File: config.mk
export PLATFORM = sky130hd
export DESIGN_NAME = seg7_scan_reader
export DESIGN_NICKNAME = d
export VERILOG_FILES = /design/src/rtl/seg7_scan_reader.sv
export SDC_FILE = /design/constraint.sdc
export NUM_CORES = 1
export LEC_CHECK = 0
export ABC_AREA = 1
export BUFFER_PORTS_ARGS = -buffer_cell sky130_fd_sc_hd__buf_2
export CORE_AREA = 2 2 88 90
export DETAILED_ROUTE_END_ITERATION = 12
export DIE_AREA = 0 0 90 92
export GPL_ROUTABILITY_DRIVEN = 0
export PLACE_DENSITY = 0.76
export SETUP_SLACK_MARGIN = 0.2
export SKIP_CTS_REPAIR_TIMING = 1
export SYNTH_ARGS = -nofsm -noshare
export SYNTH_HDL_FRONTEND = slang
export SYNTH_SLANG_ARGS = --single-unit
export TNS_END_PERCENT = 50
File: constraint.sdc
create_clock -name clk -period 6.3 [get_ports clk]
set_input_delay 0.63 -clock clk [delete_from_list [all_inputs] [get_ports clk]]
set_output_delay 0.63 -clock clk [all_outputs]
set_load 0.02 [all_outputs]
File: src/rtl/seg7_scan_reader.sv
// Reader for a multiplexed active-low seven-segment bus. Each stable digit strobe is
// decoded back to BCD, and a full frame of digits is presented on a valid/ready handshake.
module seg7_scan_reader #(
  parameter int NUM_DIGITS    = 4,
  parameter int STABLE_CYCLES = 4
) (
  input  logic                    clk,
  input  logic                    rst_n,
  input  logic [6:0]              hex,
  input  logic [NUM_DIGITS-1:0]   dig_n,
  output logic [4*NUM_DIGITS-1:0] bcd_out,
  output logic                    valid,
  input  logic                    ready,
  output logic                    err,
  output logic                    ovr
);

  typedef enum logic [1:0] {IDLE, SETTLE, HELD} state_t;

  localparam logic [7:0] STABLE_CNT = 8'(STABLE_CYCLES);

  logic [6:0]              hex_meta_reg, hex_sync_reg, hex_prev_reg;
  logic [NUM_DIGITS-1:0]   dig_meta_reg, dig_sync_reg, dig_prev_reg;
  state_t                  state_reg, state_next;
  logic [7:0]              cnt_reg, cnt_next;
  logic                    capture;
  logic [NUM_DIGITS-1:0]   strobe, cap_vec, mask_reg;
  logic                    one_hot, changed, frame_done;
  logic [3:0]              dec_val;
  logic                    dec_bad;
  logic [4*NUM_DIGITS-1:0] digits_reg, digits_next;
  logic                    acc_reg;

  // Two-flop synchronizers, preset to the idle bus (blank segments, no strobe)
  always_ff @(posedge clk or negedge rst_n) begin
    if (!rst_n) begin
      hex_meta_reg <= 7'h7F;
      hex_sync_reg <= 7'h7F;
      hex_prev_reg <= 7'h7F;
      dig_meta_reg <= '1;
      dig_sync_reg <= '1;
      dig_prev_reg <= '1;
    end else begin
      hex_meta_reg <= hex;
      hex_sync_reg <= hex_meta_reg;
      hex_prev_reg <= hex_sync_reg;
      dig_meta_reg <= dig_n;
      dig_sync_reg <= dig_meta_reg;
      dig_prev_reg <= dig_sync_reg;
    end
  end

  assign strobe  = ~dig_sync_reg;
  assign one_hot = (strobe != '0) && ((strobe & (strobe - NUM_DIGITS'(1))) == '0);
  assign changed = (hex_sync_reg != hex_prev_reg) || (dig_sync_reg != dig_prev_reg);

  always_ff @(posedge clk or negedge rst_n) begin
    if (!rst_n) begin
      state_reg <= IDLE;
      cnt_reg   <= '0;
    end else begin
      state_reg <= state_next;
      cnt_reg   <= cnt_next;
    end
  end

  always_comb begin
    state_next = state_reg;
    cnt_next   = cnt_reg;
    capture    = 1'b0;
    if (!one_hot) begin
      state_next = IDLE;
      cnt_next   = '0;
    end else begin
      unique case (state_reg)
        IDLE: begin
          state_next = SETTLE;
          cnt_next   = 8'd1;
        end
        SETTLE: begin
          state_next = SETTLE;
          cnt_next   = changed ? 8'd1 : cnt_reg + 8'd1;
        end
        HELD: begin
          if (changed) begin
            state_next = SETTLE;
            cnt_next   = 8'd1;
          end
        end
        default: state_next = IDLE;
      endcase
      // Checked on the settle path so a one-cycle stability requirement captures on entry
      if (state_next == SETTLE && cnt_next == STABLE_CNT) begin
        capture    = 1'b1;
        state_next = HELD;
      end
    end
  end

  always_comb begin
    dec_val = 4'hF;
    dec_bad = 1'b0;
    case (hex_sync_reg)
      7'h40:   dec_val = 4'd0;
      7'h79:   dec_val = 4'd1;
      7'h24:   dec_val = 4'd2;
      7'h30:   dec_val = 4'd3;
      7'h19:   dec_val = 4'd4;
      7'h12:   dec_val = 4'd5;
      7'h02:   dec_val = 4'd6;
      7'h78:   dec_val = 4'd7;
      7'h00:   dec_val = 4'd8;
      7'h10:   dec_val = 4'd9;
      default: dec_bad = 1'b1;
    endcase
  end

  assign cap_vec    = capture ? strobe : '0;
  assign frame_done = &mask_reg;

  generate
    for (genvar gi = 0; gi < NUM_DIGITS; gi++) begin : g_digit
      assign digits_next[4*gi +: 4] = cap_vec[gi] ? dec_val : digits_reg[4*gi +: 4];
    end
  endgenerate

  // A capture landing in the completion cycle seeds the next frame's mask and accumulator
  always_ff @(posedge clk or negedge rst_n) begin
    if (!rst_n) begin
      digits_reg <= '0;
      mask_reg   <= '0;
      acc_reg    <= 1'b0;
    end else begin
      digits_reg <= digits_next;
      mask_reg   <= frame_done ? cap_vec : (mask_reg | cap_vec);
      acc_reg    <= frame_done ? (capture & dec_bad) : (acc_reg | (capture & dec_bad));
    end
  end

  always_ff @(posedge clk or negedge rst_n) begin
    if (!rst_n) begin
      bcd_out <= '0;
      valid   <= 1'b0;
      err     <= 1'b0;
      ovr     <= 1'b0;
    end else begin
      ovr <= 1'b0;
      if (frame_done) begin
        if (!valid || ready) begin
          bcd_out <= digits_reg;
          err     <= acc_reg;
          valid   <= 1'b1;
        end else begin
          ovr <= 1'b1;
        end
      end else if (valid && ready) begin
        valid <= 1'b0;
      end
    end
  end

endmodule
# Yosys cells after proc, flatten, opt, wreduce, memory -nomap -nowiden

Index checks and enable logic that the tools add are counted.

Register bits: 83
Input bits: 14
Output and inout port bits: 19
Word-level logic and storage cells: 79

$add $sub $neg: 2
Equal/unequal tests: 16
Multiplexer cells: 22
Bitwise logic cells: 5
Reductions and logical operators: 16

Operator list:

| cell                                                             | number |
|---|---|
| 4-bit one-hot mux with 10 select lines                           | 1 |
| 8-bit two-way mux                                                | 4 |
| 8-bit one-hot mux with 3 select lines                            | 1 |
| 7-bit by 5-bit == test with 1-bit output (second input constant) | 3 |
| 7-bit == test (second input constant)                            | 3 |
| 7-bit by 6-bit == test with 1-bit output (second input constant) | 2 |
| 10-bit OR reduction                                              | 1 |
| 1-bit two-way mux                                                | 9 |
| 8-bit by 1-bit adder with 8-bit output (second input constant)   | 1 |
| 8-bit by 3-bit == test with 1-bit output (second input constant) | 1 |
| 2-bit two-way mux                                                | 4 |
| 4-bit two-way mux                                                | 2 |
| 7-bit by 2-bit == test with 1-bit output (second input constant) | 1 |
| 7-bit logical NOT                                                | 1 |
| 7-bit inequality test                                            | 1 |
| 5-bit AND reduction                                              | 1 |
| 4-bit bitwise AND                                                | 1 |
| 2-bit by 1-bit == test with 1-bit output (second input constant) | 2 |
| 4-bit logical NOT                                                | 1 |
| 4-bit inequality test                                            | 1 |
| 4-bit NOT                                                        | 1 |
| 4-bit bitwise OR                                                 | 1 |
| 2-bit one-hot mux with 2 select lines                            | 1 |
| 4-bit AND reduction                                              | 1 |
| 13 further kinds                                                 | 16 |

# Longest topological paths before layout

Gate-level depths: netlist of the first run.

Depth after elaboration: 13
Mapped depth: 16
Mapped depth without buffers: 15

# Least setup slack after synthesis of the first run

No wires, ideal clock.

Kind: register to register
Start: register hex_sync_reg[6]
End: register digits_reg[13]
Library setup time: 0.118 ns
Data arrival time: 1.921 ns
Required time: 6.182 ns
Slack: 4.261 ns
Cell stages (with the launch flop): 14
Path buffers: 1
Period minus slack after synthesis: 2.039 ns
Path through: dfstp_2 -> buf_2 -> xnor2_1 -> nand2_1 -> nor2_4 -> nand3_2 -> nand2_2 -> nand2_2 -> nand2_2 -> nand2_1 -> nor2_2 -> nand4_1 -> nand2_1 -> nand2_1

Word-level cells in the longest chain between the ends: 10
Elaborated cells on any way between the ends: 26
Those cells by class: eq/ne: 12; mux: 11; reduce/logical: 3

RTL lines:

| item                                                                                                        | line | source |
|---|---|---|
| start, declared                                                                                             | 22   | `logic [6:0] hex_meta_reg, hex_sync_reg, hex_prev_reg;` |
| start signal, assigned                                                                                      | 45   | `hex_sync_reg <= hex_meta_reg;` |
| 7-bit inequality test                                                                                       | 55   | `assign changed = (hex_sync_reg != hex_prev_reg) \|\| (dig_sync_reg != dig_prev_reg);` |
| 1-bit logical OR                                                                                            | 55   |  |
| 8-bit two-way mux (tied with other cells)                                                                   | 85   | `if (changed) begin` |
| 8-bit one-hot mux with 3 select lines / 2-bit one-hot mux with 2 select lines (equally long branches)       | 75   | `unique case (state_reg)` |
| 8-bit two-way mux / 2-bit two-way mux (equally long branches)                                               | 71   | `if (!one_hot) begin` |
| 8-bit by 3-bit == test with 1-bit output / 2-bit by 1-bit == test with 1-bit output (equally long branches) | 93   | `if (state_next == SETTLE && cnt_next == STABLE_CNT) begin` |
| 1-bit logical AND                                                                                           | 93   |  |
| 1-bit two-way mux                                                                                           | 93   |  |
| 1-bit two-way mux                                                                                           | 71   |  |
| 4-bit two-way mux                                                                                           | 118  | `assign cap_vec = capture ? strobe : '0;` |
| end signal, assigned                                                                                        | 134  | `digits_reg <= digits_next;` |
| end, declared                                                                                               | 31   | `logic [4*NUM_DIGITS-1:0] digits_reg, digits_next;` |

Several ways; a longest one is shown, not always the timed one. The select of a mux whose other input is x is not followed.
A chain may end at the register's enable or synchronous reset.

# Worst setup path after layout of the first run

Start: register hex_sync_reg[4]
End: register acc_reg

Word-level cells in the longest chain between the ends: 12
Elaborated cells on any way between the ends: 29
Those cells by class: eq/ne: 12; mux: 11; bitwise: 2; reduce/logical: 4

RTL lines:

| item                                                                                                        | line | source |
|---|---|---|
| 7-bit inequality test                                                                                       | 55   |  |
| 1-bit logical OR                                                                                            | 55   |  |
| 8-bit two-way mux (tied with other cells)                                                                   | 85   |  |
| 8-bit one-hot mux with 3 select lines / 2-bit one-hot mux with 2 select lines (equally long branches)       | 75   |  |
| 8-bit two-way mux / 2-bit two-way mux (equally long branches)                                               | 71   |  |
| 8-bit by 3-bit == test with 1-bit output / 2-bit by 1-bit == test with 1-bit output (equally long branches) | 93   |  |
| 1-bit logical AND                                                                                           | 93   |  |
| 1-bit two-way mux                                                                                           | 93   |  |
| 1-bit two-way mux                                                                                           | 71   |  |
| 1-bit bitwise AND (*)                                                                                       | 136  | `acc_reg <= frame_done ? (capture & dec_bad) : (acc_reg \| (capture & dec_bad));` |
| 1-bit bitwise OR                                                                                            | 136  |  |
| 1-bit two-way mux (*)                                                                                       | 136  |  |
| end signal, assigned                                                                                        | 136  |  |
| end, declared                                                                                               | 32   | `logic acc_reg;` |

Every way passes the cells marked *; elsewhere a longest branch is shown, timed or not. The select of a mux whose other input is x is not followed.

==> results of run 1 <==
where the power goes:
| part | internal [W] | leakage, nW | switching, W | total, W |
|---|---|---|---|---|
| Clock | 0.000154 | 0.0902 | 0.000217 | 0.000371 |
| Sequential | 0.000553 | 1.04 | 0.00000970 | 0.000563 |
| Combinational | 0.0000118 | 0.995 | 0.0000328 | 0.0000446 |
worst max-delay path by stage:
stage	slack [ns]	end	cells past startpoint	startpoint
5_1_grt	3.60	acc_reg	14	hex_sync_reg[5]
3_5_place_dp	3.85	acc_reg	14	hex_sync_reg[4]
4_1_cts	3.84	acc_reg	14	hex_sync_reg[5]
3_3_place_gp	3.88	acc_reg	14	hex_sync_reg[4]
2_1_floorplan	4.26	digits_reg[13]	13	hex_sync_reg[6]
6_report	3.84	acc_reg	14	hex_sync_reg[4]
Yosys cell counts:
library cell / n
sky130_fd_sc_hd__a31oi_1: 1
sky130_fd_sc_hd__o21ai_0: 7
sky130_fd_sc_hd__a211oi_1: 1
sky130_fd_sc_hd__o31ai_1: 1
sky130_fd_sc_hd__dfstp_2: 33
sky130_fd_sc_hd__nand2_1: 97
sky130_fd_sc_hd__ha_1: 1
sky130_fd_sc_hd__nand3_2: 2
sky130_fd_sc_hd__buf_2: 4
sky130_fd_sc_hd__nand3b_1: 3
sky130_fd_sc_hd__nor4_1: 4
sky130_fd_sc_hd__xor2_1: 3
sky130_fd_sc_hd__nor2_4: 3
sky130_fd_sc_hd__a21oi_1: 5
sky130_fd_sc_hd__nand2_2: 4
sky130_fd_sc_hd__inv_1: 45
sky130_fd_sc_hd__dfrtp_1: 50
sky130_fd_sc_hd__nand4_1: 30
sky130_fd_sc_hd__inv_2: 3
sky130_fd_sc_hd__nand3_4: 1
sky130_fd_sc_hd__nand3_1: 13
sky130_fd_sc_hd__buf_6: 1
sky130_fd_sc_hd__nor2_1: 28
sky130_fd_sc_hd__mux2_2: 17
sky130_fd_sc_hd__nor3_1: 4
sky130_fd_sc_hd__nor2_2: 5
sky130_fd_sc_hd__xnor2_1: 5
metrics by stage:
stage / worst slack (ns) / instances / instance area, um^2 / total power [W]
2_1_floorplan: 4.26 / 371 / 3600 / 0.000597
3_3_place_gp: 3.88 / 500 / 3860 / 0.000616
4_1_cts: 3.84 / 516 / 4060 / 0.000990
3_5_place_dp: 3.85 / 500 / 3860 / 0.000618
5_1_grt: 3.60 / 516 / 4060 / 0.00102
6_report: 3.84 / 516 / 4060 / 0.000979
critical path, delay by kind of cell, from the launching register on:
family,cells,cell delay (ns)
flops,1,0.60
compound gates,1,0.21
buf+inv,2,0.16
simple gates,11,1.43
cell type report:
type | count | area [um^2]
multi-input cells | 235 | 1270
flip-flops and latches | 83 | 2120
inverters | 48 | 180
fillers | 662 | 3390
clock buffers | 9 | 124
well taps | 102 | 128
clock inverters | 7 | 72.6
repair buffers | 32 | 163
cells by family (layout without fill, tap and decap cells):
group	after synthesis	count (layout)
AOI/OAI and AO/OA	15	15
DFF	83	83
adders and majority gates	1	1
and+or+nand+nor	194	194
buffers and inverters	53	96
xor gates and xnor gates	8	8
muxes	17	17
layer usage:
metal / track usage / vias up
li1: - / 1289
met1: 0.243 / 1192
met2: 0.266 / 63
met3: 0.0542 / 11
met4: 0.0526 / 0
met5: 0 / -
==> flow_summary.html, run 1 <==
<table>
<tr><th>Metric</th><th>Value</th></tr>
<tr><th colspan="2">Status</th></tr>
<tr><td>Run status</td><td>complete, no violations</td></tr>
<tr><th colspan="2">Hold path</th></tr>
<tr><td>Cell count of the worst hold path</td><td>0</td></tr>
<tr><td>Path category of the worst min-delay check</td><td>reg2reg</td></tr>
<tr><td>Endpoint with the worst hold slack</td><td>dig_sync_reg[2]</td></tr>
<tr><td>Startpoint of the tightest hold check path</td><td>dig_meta_reg[2]</td></tr>
<tr><th colspan="2">Global routing</th></tr>
<tr><td>GRT Resource Usage Total</td><td>0.175</td></tr>
<tr><td>Gr ovfl total</td><td>0</td></tr>
<tr><td>Number of antenna violations at the first check in global routing</td><td>0</td></tr>
<tr><td>Vias in the first global route</td><td>2,445</td></tr>
<tr><td>Wire length of the first global-routing pass</td><td>11.6 mm</td></tr>
<tr><td>Maximum number of pins on one net before global-route repair</td><td>84</td></tr>
<tr><th colspan="2">Floorplanning</th></tr>
<tr><td>Total die area</td><td>8280 um^2</td></tr>
<tr><td>Effective utilization at floorplan</td><td>0.484</td></tr>
<tr><td>Die Span X</td><td>90 um</td></tr>
<tr><td>I/O pins</td><td>33</td></tr>
<tr><td>Standard-cell row count</td><td>32</td></tr>
<tr><td>Core box area</td><td>7450 um^2</td></tr>
<tr><td>Die Ht</td><td>92 um</td></tr>
<tr><th colspan="2">STA</th></tr>
<tr><td>Final worst path period need</td><td>2.46 ns</td></tr>
<tr><td>Count of endpoints failing setup in the final report</td><td>0</td></tr>
<tr><td>Share of the cycle needed by the critical path after routing</td><td>0.390</td></tr>
<tr><td>Setup Total Neg Slack</td><td>0 ns</td></tr>
<tr><td>Number of failing hold endpoints at the final stage</td><td>0</td></tr>
<tr><td>Post-route clock skew</td><td>0.0134 ns</td></tr>
<tr><td>Final slew viol count</td><td>0</td></tr>
<tr><td>Worst-Margin Slew</td><td>0.978 ns</td></tr>
<tr><td>Worst slew margin</td><td>0.348</td></tr>
<tr><td>Unrepaired setup endpoints after global routing</td><td>no</td></tr>
<tr><td>Maximum frequency from static timing analysis</td><td>407 MHz</td></tr>
<tr><td>Hold Worst Slack</td><td>0.352 ns</td></tr>
<tr><th colspan="2">Clock network</th></tr>
<tr><td>Clock transition at path regs</td><td>0.10 ns</td></tr>
<tr><td>Buffer levels on the longest clock path</td><td>2</td></tr>
<tr><td>CTS tree</td><td>yes</td></tr>
<tr><td>Number of H-tree branching levels</td><td>3</td></tr>
<tr><td>Number of clock buffers inserted by TritonCTS</td><td>9</td></tr>
<tr><td>Clock latency on the worst-skew pair</td><td>0.37 ns</td></tr>
<tr><td>Clk sink count</td><td>83</td></tr>
<tr><td>Buffer cell driving the clock tree root</td><td>sky130_fd_sc_hd__clkbuf_8</td></tr>
<tr><th colspan="2">Place</th></tr>
<tr><td>Number of buffer cells added on primary ports</td><td>32</td></tr>
<tr><td>Half-perimeter wire length after detailed placement</td><td>4.63 mm</td></tr>
<tr><th colspan="2">Worst setup path</th></tr>
<tr><td>Worst r2r path cells</td><td>14</td></tr>
<tr><td>Delay of the slowest cell on the worst path</td><td>0.60 ns</td></tr>
<tr><td>Critical path required time</td><td>6.59 ns</td></tr>
<tr><td>CP startpoint kind</td><td>flip-flop</td></tr>
<tr><td>Slowest cell on crit path</td><td>sky130_fd_sc_hd__dfstp_2</td></tr>
<tr><td>Worst reg2reg setup slack</td><td>3.84 ns</td></tr>
<tr><td>Crit path capture type</td><td>flip-flop</td></tr>
<tr><td>Worst r2r dst</td><td>acc_reg</td></tr>
<tr><td>Worst Setup Path Type</td><td>reg2reg</td></tr>
<tr><td>Max FO, Critical Path</td><td>18</td></tr>
<tr><td>Worst-path cell chain</td><td>inv_2 -&gt; nand2_1 -&gt; nand2_1 -&gt; nor2_2 -&gt; nand2_2 -&gt; nor2_4 -&gt; nand3_4 -&gt; inv_1 -&gt; nand2_1 -&gt; nand2_2 -&gt; nand3_2 -&gt; nor2_4 -&gt; nand2_1 -&gt; o21ai_0</td></tr>
<tr><td>Critical Path AT</td><td>2.75 ns</td></tr>
<tr><td>Worst path most repeated cell</td><td>sky130_fd_sc_hd__nand2_1</td></tr>
<tr><td>Source of the worst register-to-register timing path</td><td>hex_sync_reg[4]</td></tr>
<tr><th colspan="2">Logic synthesis</th></tr>
<tr><td>Number of synthesized register bits</td><td>83</td></tr>
<tr><td>Fraction of the mapped netlist area in compound gates</td><td>0.0226</td></tr>
<tr><td>Post-Syn Nets</td><td>386</td></tr>
<tr><td>Post-Syn Area</td><td>3600 um^2</td></tr>
<tr><td>Basic-gate share of the synthesized area counting and, or, nand and nor cells</td><td>0.255</td></tr>
<tr><td>Library cells used by synthesis</td><td>27</td></tr>
<tr><td>Share of synthesized cell area in full adder, half adder and majority cells</td><td>0.00347</td></tr>
<tr><td>Largest area contributor in the netlist</td><td>sky130_fd_sc_hd__dfrtp_1</td></tr>
<tr><td>Area share of xor/xnor cells in the synthesized design</td><td>0.0195</td></tr>
<tr><td>Proportion of synthesized area in mux cells</td><td>0.0531</td></tr>
<tr><td>Area share of the leading cell type in the synthesized netlist</td><td>0.347</td></tr>
<tr><td>Synth Area per Inst</td><td>9.71 um^2</td></tr>
<tr><td>Post-Synthesis Cells</td><td>371</td></tr>
<tr><td>Combinational family with the most area after synthesis</td><td>simple AND/OR/NAND/NOR gates</td></tr>
<tr><td>Dominant cells by area after synthesis</td><td>sky130_fd_sc_hd__dfrtp_1 35%, sky130_fd_sc_hd__dfstp_2 24%, sky130_fd_sc_hd__nand2_1 10%</td></tr>
<tr><td>Number of warnings printed during yosys synthesis</td><td>0</td></tr>
<tr><td>Part of the Yosys area used for sequential elements</td><td>0.588</td></tr>
<tr><th colspan="2">Power</th></tr>
<tr><td>Total power divided by cell area</td><td>241 nW/um^2</td></tr>
<tr><td>Leakage power figure</td><td>2.13 nW</td></tr>
<tr><td>Largest voltage drop on the vdd net</td><td>169 uV</td></tr>
<tr><th colspan="2">Detailed routing</th></tr>
<tr><td>Post-route ant nets</td><td>0</td></tr>
<tr><td>Avg WL per Cell</td><td>12.5 um</td></tr>
<tr><td>Met2 Routed Length</td><td>2.99 mm</td></tr>
<tr><td>Uppermost routed layer</td><td>met4</td></tr>
<tr><td>Initial drt markers</td><td>285</td></tr>
<tr><td>Residual DRC count</td><td>0</td></tr>
<tr><td>Overall via count from detail_route</td><td>2,555</td></tr>
<tr><td>Total wirelength of the detailed-routed design</td><td>6.47 mm</td></tr>
<tr><td>Sum of met3 wire segment lengths after detailed routing</td><td>328 um</td></tr>
<tr><td>First-pass iteration count of the detailed router</td><td>4</td></tr>
<tr><td>M1 wire length</td><td>3.04 mm</td></tr>
<tr><td>Routed via count divided by cell count</td><td>4.95</td></tr>
<tr><th colspan="2">Layout</th></tr>
<tr><td>Post-layout utilization of the core</td><td>0.545</td></tr>
<tr><td>Number of diodes added for antenna fixing</td><td>0</td></tr>
<tr><td>Fraction of final layout cells sized beyond drive strength 1</td><td>0.280</td></tr>
<tr><td>Net count, final</td><td>424</td></tr>
<tr><td>Commonest non-fill, non-tap cell in the layout</td><td>sky130_fd_sc_hd__nand2_1</td></tr>
<tr><td>Area grow syn2layout</td><td>12.6%</td></tr>
<tr><td>Commonest cells after routing, fill and taps aside</td><td>97 x sky130_fd_sc_hd__nand2_1, 50 x sky130_fd_sc_hd__dfrtp_1, 45 x sky130_fd_sc_hd__inv_1</td></tr>
<tr><th colspan="2">Flow run</th></tr>
<tr><td>MaxCap Viol Count</td><td>0</td></tr>
</table>
Note: power is estimated with default switching activity, not from simulation.
==> run 2: changes to the inputs <==
ABC_AREA = 0   (was 1)
CORE_AREA = 2 2 89 91   (was 2 2 88 90)
DIE_AREA = 0 0 91 93   (was 0 0 90 92)
PLACE_DENSITY = 0.78   (was 0.76)
clock period = 2.1 ns   (was 6.3 ns; I/O delays follow)
==> flow_summary.html, run 2 <==
<table>
<tr><th>Metric</th><th>Value</th></tr>
<tr><th colspan="2">Status</th></tr>
<tr><td>Run status</td><td>complete, but fails checks</td></tr>
<tr><td>Failing checks</td><td>negative setup slack</td></tr>
<tr><th colspan="2">Logic synthesis</th></tr>
<tr><td>Post-Syn Nets</td><td>304</td></tr>
<tr><td>Library cells used by synthesis</td><td>57</td></tr>
<tr><td>Synth Area per Inst</td><td>12.6 um^2</td></tr>
<tr><td>Area share of the leading cell type in the synthesized netlist</td><td>0.344</td></tr>
<tr><td>Number of warnings printed during yosys synthesis</td><td>0</td></tr>
<tr><td>Most frequent cell after synthesis</td><td>sky130_fd_sc_hd__dfrtp_1</td></tr>
<tr><td>Leading cell types by count after synthesis</td><td>50 x sky130_fd_sc_hd__dfrtp_1, 33 x sky130_fd_sc_hd__dfstp_2, 19 x sky130_fd_sc_hd__inv_1, 19 x sky130_fd_sc_hd__mux2i_1, 18 x sky130_fd_sc_hd__mux2_2</td></tr>
<tr><td>Number of synthesized register bits</td><td>83</td></tr>
<tr><td>Post-Syn Area</td><td>3640 um^2</td></tr>
<tr><td>Async S/R FF share, synth</td><td>1.00</td></tr>
<tr><td>Part of the Yosys area used for sequential elements</td><td>0.582</td></tr>
<tr><td>Post-Synthesis Cells</td><td>289</td></tr>
<tr><td>Largest area contributor in the netlist</td><td>sky130_fd_sc_hd__dfrtp_1</td></tr>
<tr><td>Dominant cells by area after synthesis</td><td>sky130_fd_sc_hd__dfrtp_1 34%, sky130_fd_sc_hd__dfstp_2 24%, sky130_fd_sc_hd__mux2_2 5.6%</td></tr>
<tr><td>Synth Flop Type</td><td>sky130_fd_sc_hd__dfrtp_1</td></tr>
<tr><td>EDFF count, synth</td><td>0</td></tr>
<tr><th colspan="2">Layout</th></tr>
<tr><td>Net count, final</td><td>420</td></tr>
<tr><td>Number of diodes added for antenna fixing</td><td>0</td></tr>
<tr><td>Commonest cells after routing, fill and taps aside</td><td>71 x sky130_fd_sc_hd__buf_4, 50 x sky130_fd_sc_hd__dfrtp_1, 33 x sky130_fd_sc_hd__dfstp_2</td></tr>
<tr><td>Multi-input gate area in the final layout</td><td>1430 um^2</td></tr>
<tr><td>Storage element area</td><td>2120 um^2</td></tr>
<tr><td>Commonest non-fill, non-tap cell in the layout</td><td>sky130_fd_sc_hd__buf_4</td></tr>
<tr><td>Filler Cell Count</td><td>603</td></tr>
<tr><td>Fraction of final layout cells sized beyond drive strength 1</td><td>0.485</td></tr>
<tr><td>Area grow syn2layout</td><td>31.9%</td></tr>
<tr><th colspan="2">STA</th></tr>
<tr><td>Final worst path period need</td><td>2.88 ns</td></tr>
<tr><td>Unrepaired setup endpoints after global routing</td><td>yes</td></tr>
<tr><td>Setup Total Neg Slack</td><td>-16.81 ns</td></tr>
<tr><td>Worst Slack Setup Final</td><td>-0.784 ns</td></tr>
<tr><td>Worst-Margin Slew</td><td>0.530 ns</td></tr>
<tr><td>Maximum frequency from static timing analysis</td><td>347 MHz</td></tr>
<tr><td>Final slew viol count</td><td>0</td></tr>
<tr><td>Number of failing hold endpoints at the final stage</td><td>0</td></tr>
<tr><td>Worst slew margin</td><td>0.647</td></tr>
<tr><td>Count of endpoints failing setup in the final report</td><td>28</td></tr>
<tr><td>Share of the cycle needed by the critical path after routing</td><td>1.37</td></tr>
<tr><td>Post-route clock skew</td><td>0.0132 ns</td></tr>
<tr><th colspan="2">Clock network</th></tr>
<tr><td>Clk sink count</td><td>83</td></tr>
<tr><td>Number of H-tree branching levels</td><td>3</td></tr>
<tr><td>Buffer levels on the longest clock path</td><td>2</td></tr>
<tr><td>CTS tree</td><td>yes</td></tr>
<tr><td>Clock latency on the worst-skew pair</td><td>0.36 ns</td></tr>
<tr><td>Clock transition at path regs</td><td>0.10 ns</td></tr>
<tr><td>Number of clock buffers inserted by TritonCTS</td><td>9</td></tr>
<tr><td>Buffer cell driving the clock tree root</td><td>sky130_fd_sc_hd__clkbuf_8</td></tr>
<tr><th colspan="2">Floorplanning</th></tr>
<tr><td>Standard-cell row count</td><td>32</td></tr>
<tr><td>Die Span X</td><td>91 um</td></tr>
<tr><td>Effective utilization at floorplan</td><td>0.484</td></tr>
<tr><td>Total die area</td><td>8460 um^2</td></tr>
<tr><td>Die Ht</td><td>93 um</td></tr>
<tr><td>I/O pins</td><td>33</td></tr>
<tr><td>Core box area</td><td>7530 um^2</td></tr>
<tr><th colspan="2">Worst setup path</th></tr>
<tr><td>Critical path required time</td><td>2.39 ns</td></tr>
<tr><td>Worst reg2reg setup slack</td><td>-0.78 ns</td></tr>
<tr><td>Max FO, Critical Path</td><td>5</td></tr>
<tr><td>Worst r2r dst</td><td>digits_reg[10]</td></tr>
<tr><td>Critical Path AT</td><td>3.17 ns</td></tr>
<tr><td>CP startpoint kind</td><td>flip-flop</td></tr>
<tr><td>Worst Setup Path Type</td><td>reg2reg</td></tr>
<tr><td>Worst r2r path cells</td><td>7</td></tr>
<tr><td>Crit path capture type</td><td>flip-flop</td></tr>
<tr><td>Source of the worst register-to-register timing path</td><td>hex_sync_reg[3]</td></tr>
<tr><td>Critical path origin</td><td>hex_sync_reg[3]</td></tr>
<tr><td>Critical path destination</td><td>digits_reg[10]</td></tr>
<tr><th colspan="2">Place</th></tr>
<tr><td>Half-perimeter wire length after detailed placement</td><td>5.30 mm</td></tr>
<tr><td>DP Worst Slack</td><td>-0.837 ns</td></tr>
<tr><td>Number of buffer cells added on primary ports</td><td>32</td></tr>
<tr><th colspan="2">Hold path</th></tr>
<tr><td>Path category of the worst min-delay check</td><td>in2reg</td></tr>
<tr><th colspan="2">Global routing</th></tr>
<tr><td>Gr ovfl total</td><td>0</td></tr>
<tr><td>Wire length of the first global-routing pass</td><td>12.7 mm</td></tr>
<tr><td>Number of antenna violations at the first check in global routing</td><td>0</td></tr>
<tr><td>Maximum number of pins on one net before global-route repair</td><td>43</td></tr>
<tr><td>Vias in the first global route</td><td>2,741</td></tr>
<tr><td>GRT Resource Usage Total</td><td>0.192</td></tr>
<tr><th colspan="2">Detailed routing</th></tr>
<tr><td>Residual DRC count</td><td>0</td></tr>
<tr><td>Overall via count from detail_route</td><td>2,633</td></tr>
<tr><td>Total wirelength of the detailed-routed design</td><td>7.55 mm</td></tr>
<tr><td>Post-route ant nets</td><td>0</td></tr>
<tr><td>First-pass iteration count of the detailed router</td><td>4</td></tr>
<tr><td>Avg WL per Cell</td><td>14.8 um</td></tr>
<tr><td>Initial drt markers</td><td>74</td></tr>
<tr><td>Routed via count divided by cell count</td><td>5.14</td></tr>
<tr><th colspan="2">Power</th></tr>
<tr><td>Total power divided by cell area</td><td>628 nW/um^2</td></tr>
<tr><td>Leakage power figure</td><td>2.21 nW</td></tr>
<tr><td>Largest voltage drop on the vdd net</td><td>471 uV</td></tr>
<tr><th colspan="2">Flow run</th></tr>
<tr><td>MaxCap Viol Count</td><td>0</td></tr>
</table>
run 2: cell types whose count changed after synthesis, sizes merged, moves of 5 or more:
cell,delta
or4,+8
nor2,-26
xor2,+9
nor4,+9
a21o,+6
nand3,-13
or3,+6
clkbuf,+9
inv,-29
nand2b,+5
mux2i,+19
nand4,-28
nand2,-90
run 2: kinds of logic after synthesis:
family | share of synthesized area
flops | 0.582
mux | 0.108
compound gates | 0.0811
buf+inv | 0.0357
fa+ha+maj | 0.00344
simple gates | 0.156
xor+xnor | 0.0337
run 2: layout make-up:
cell class,count,share of cell area
sequential,83,0.441
inverter,19,0.0149
timing repair buffer,118,0.181
clock inverter,7,0.0120
clock buffer,9,0.0258
multi-input combinational,174,0.298
tap,102,0.0266
run 2: how the worst min path moves through the flow:
| stage | cells past startpoint | end | slack [ns] | start |
|---|---|---|---|---|
| floorplan | 0 | acc_reg | -0.09 | rst_n |
| global placement | 1 | cnt_reg[1] | 0.22 | rst_n |
| detailed placement | 1 | cnt_reg[1] | 0.23 | rst_n |
| CTS | 1 | cnt_reg[1] | -0.18 | rst_n |
| global route | 3 | ovr | 0.15 | ready |
| finish | 3 | ovr | 0.14 | ready |
run 2: critical path, stage by stage, from the launching register on:
cell and delay (ns):
sky130_fd_sc_hd__dfstp_2 0.56, sky130_fd_sc_hd__xor2_2 0.07, sky130_fd_sc_hd__or4_4 0.54, sky130_fd_sc_hd__or4_4 0.56
sky130_fd_sc_hd__or4_4 0.51, sky130_fd_sc_hd__nor4_4 0.21, sky130_fd_sc_hd__buf_4 0.18, sky130_fd_sc_hd__mux2i_1 0.19
run 2: layer usage:
metal	track usage	share of wire	up-vias
met5	0	0	-
li1	-	-	1267
met3	0.0572	0.040	15
met2	0.315	0.50	69
met1	0.240	0.44	1282
met4	0.0783	0.018	0
run 2: report_power, final:
part,internal (W),switching (W),total (W)
Sequential,0.00166,0.0000202,0.00168
Clock,0.000445,0.000627,0.00107
Combinational,0.000131,0.000131,0.000261
run 2: stage by stage:
stage,std cells,hold slack (ns),power (W),area (um^2),utilization
detailed placement,481,0.229,0.00194,4430,0.588
finish,512,0.144,0.00301,4800,0.638
global route,512,0.147,0.00315,4800,0.638
floorplan,289,-0.0856,0.00180,3640,-
global placement,481,0.223,0.00193,4430,0.588
CTS,497,-0.179,0.00302,4610,0.613
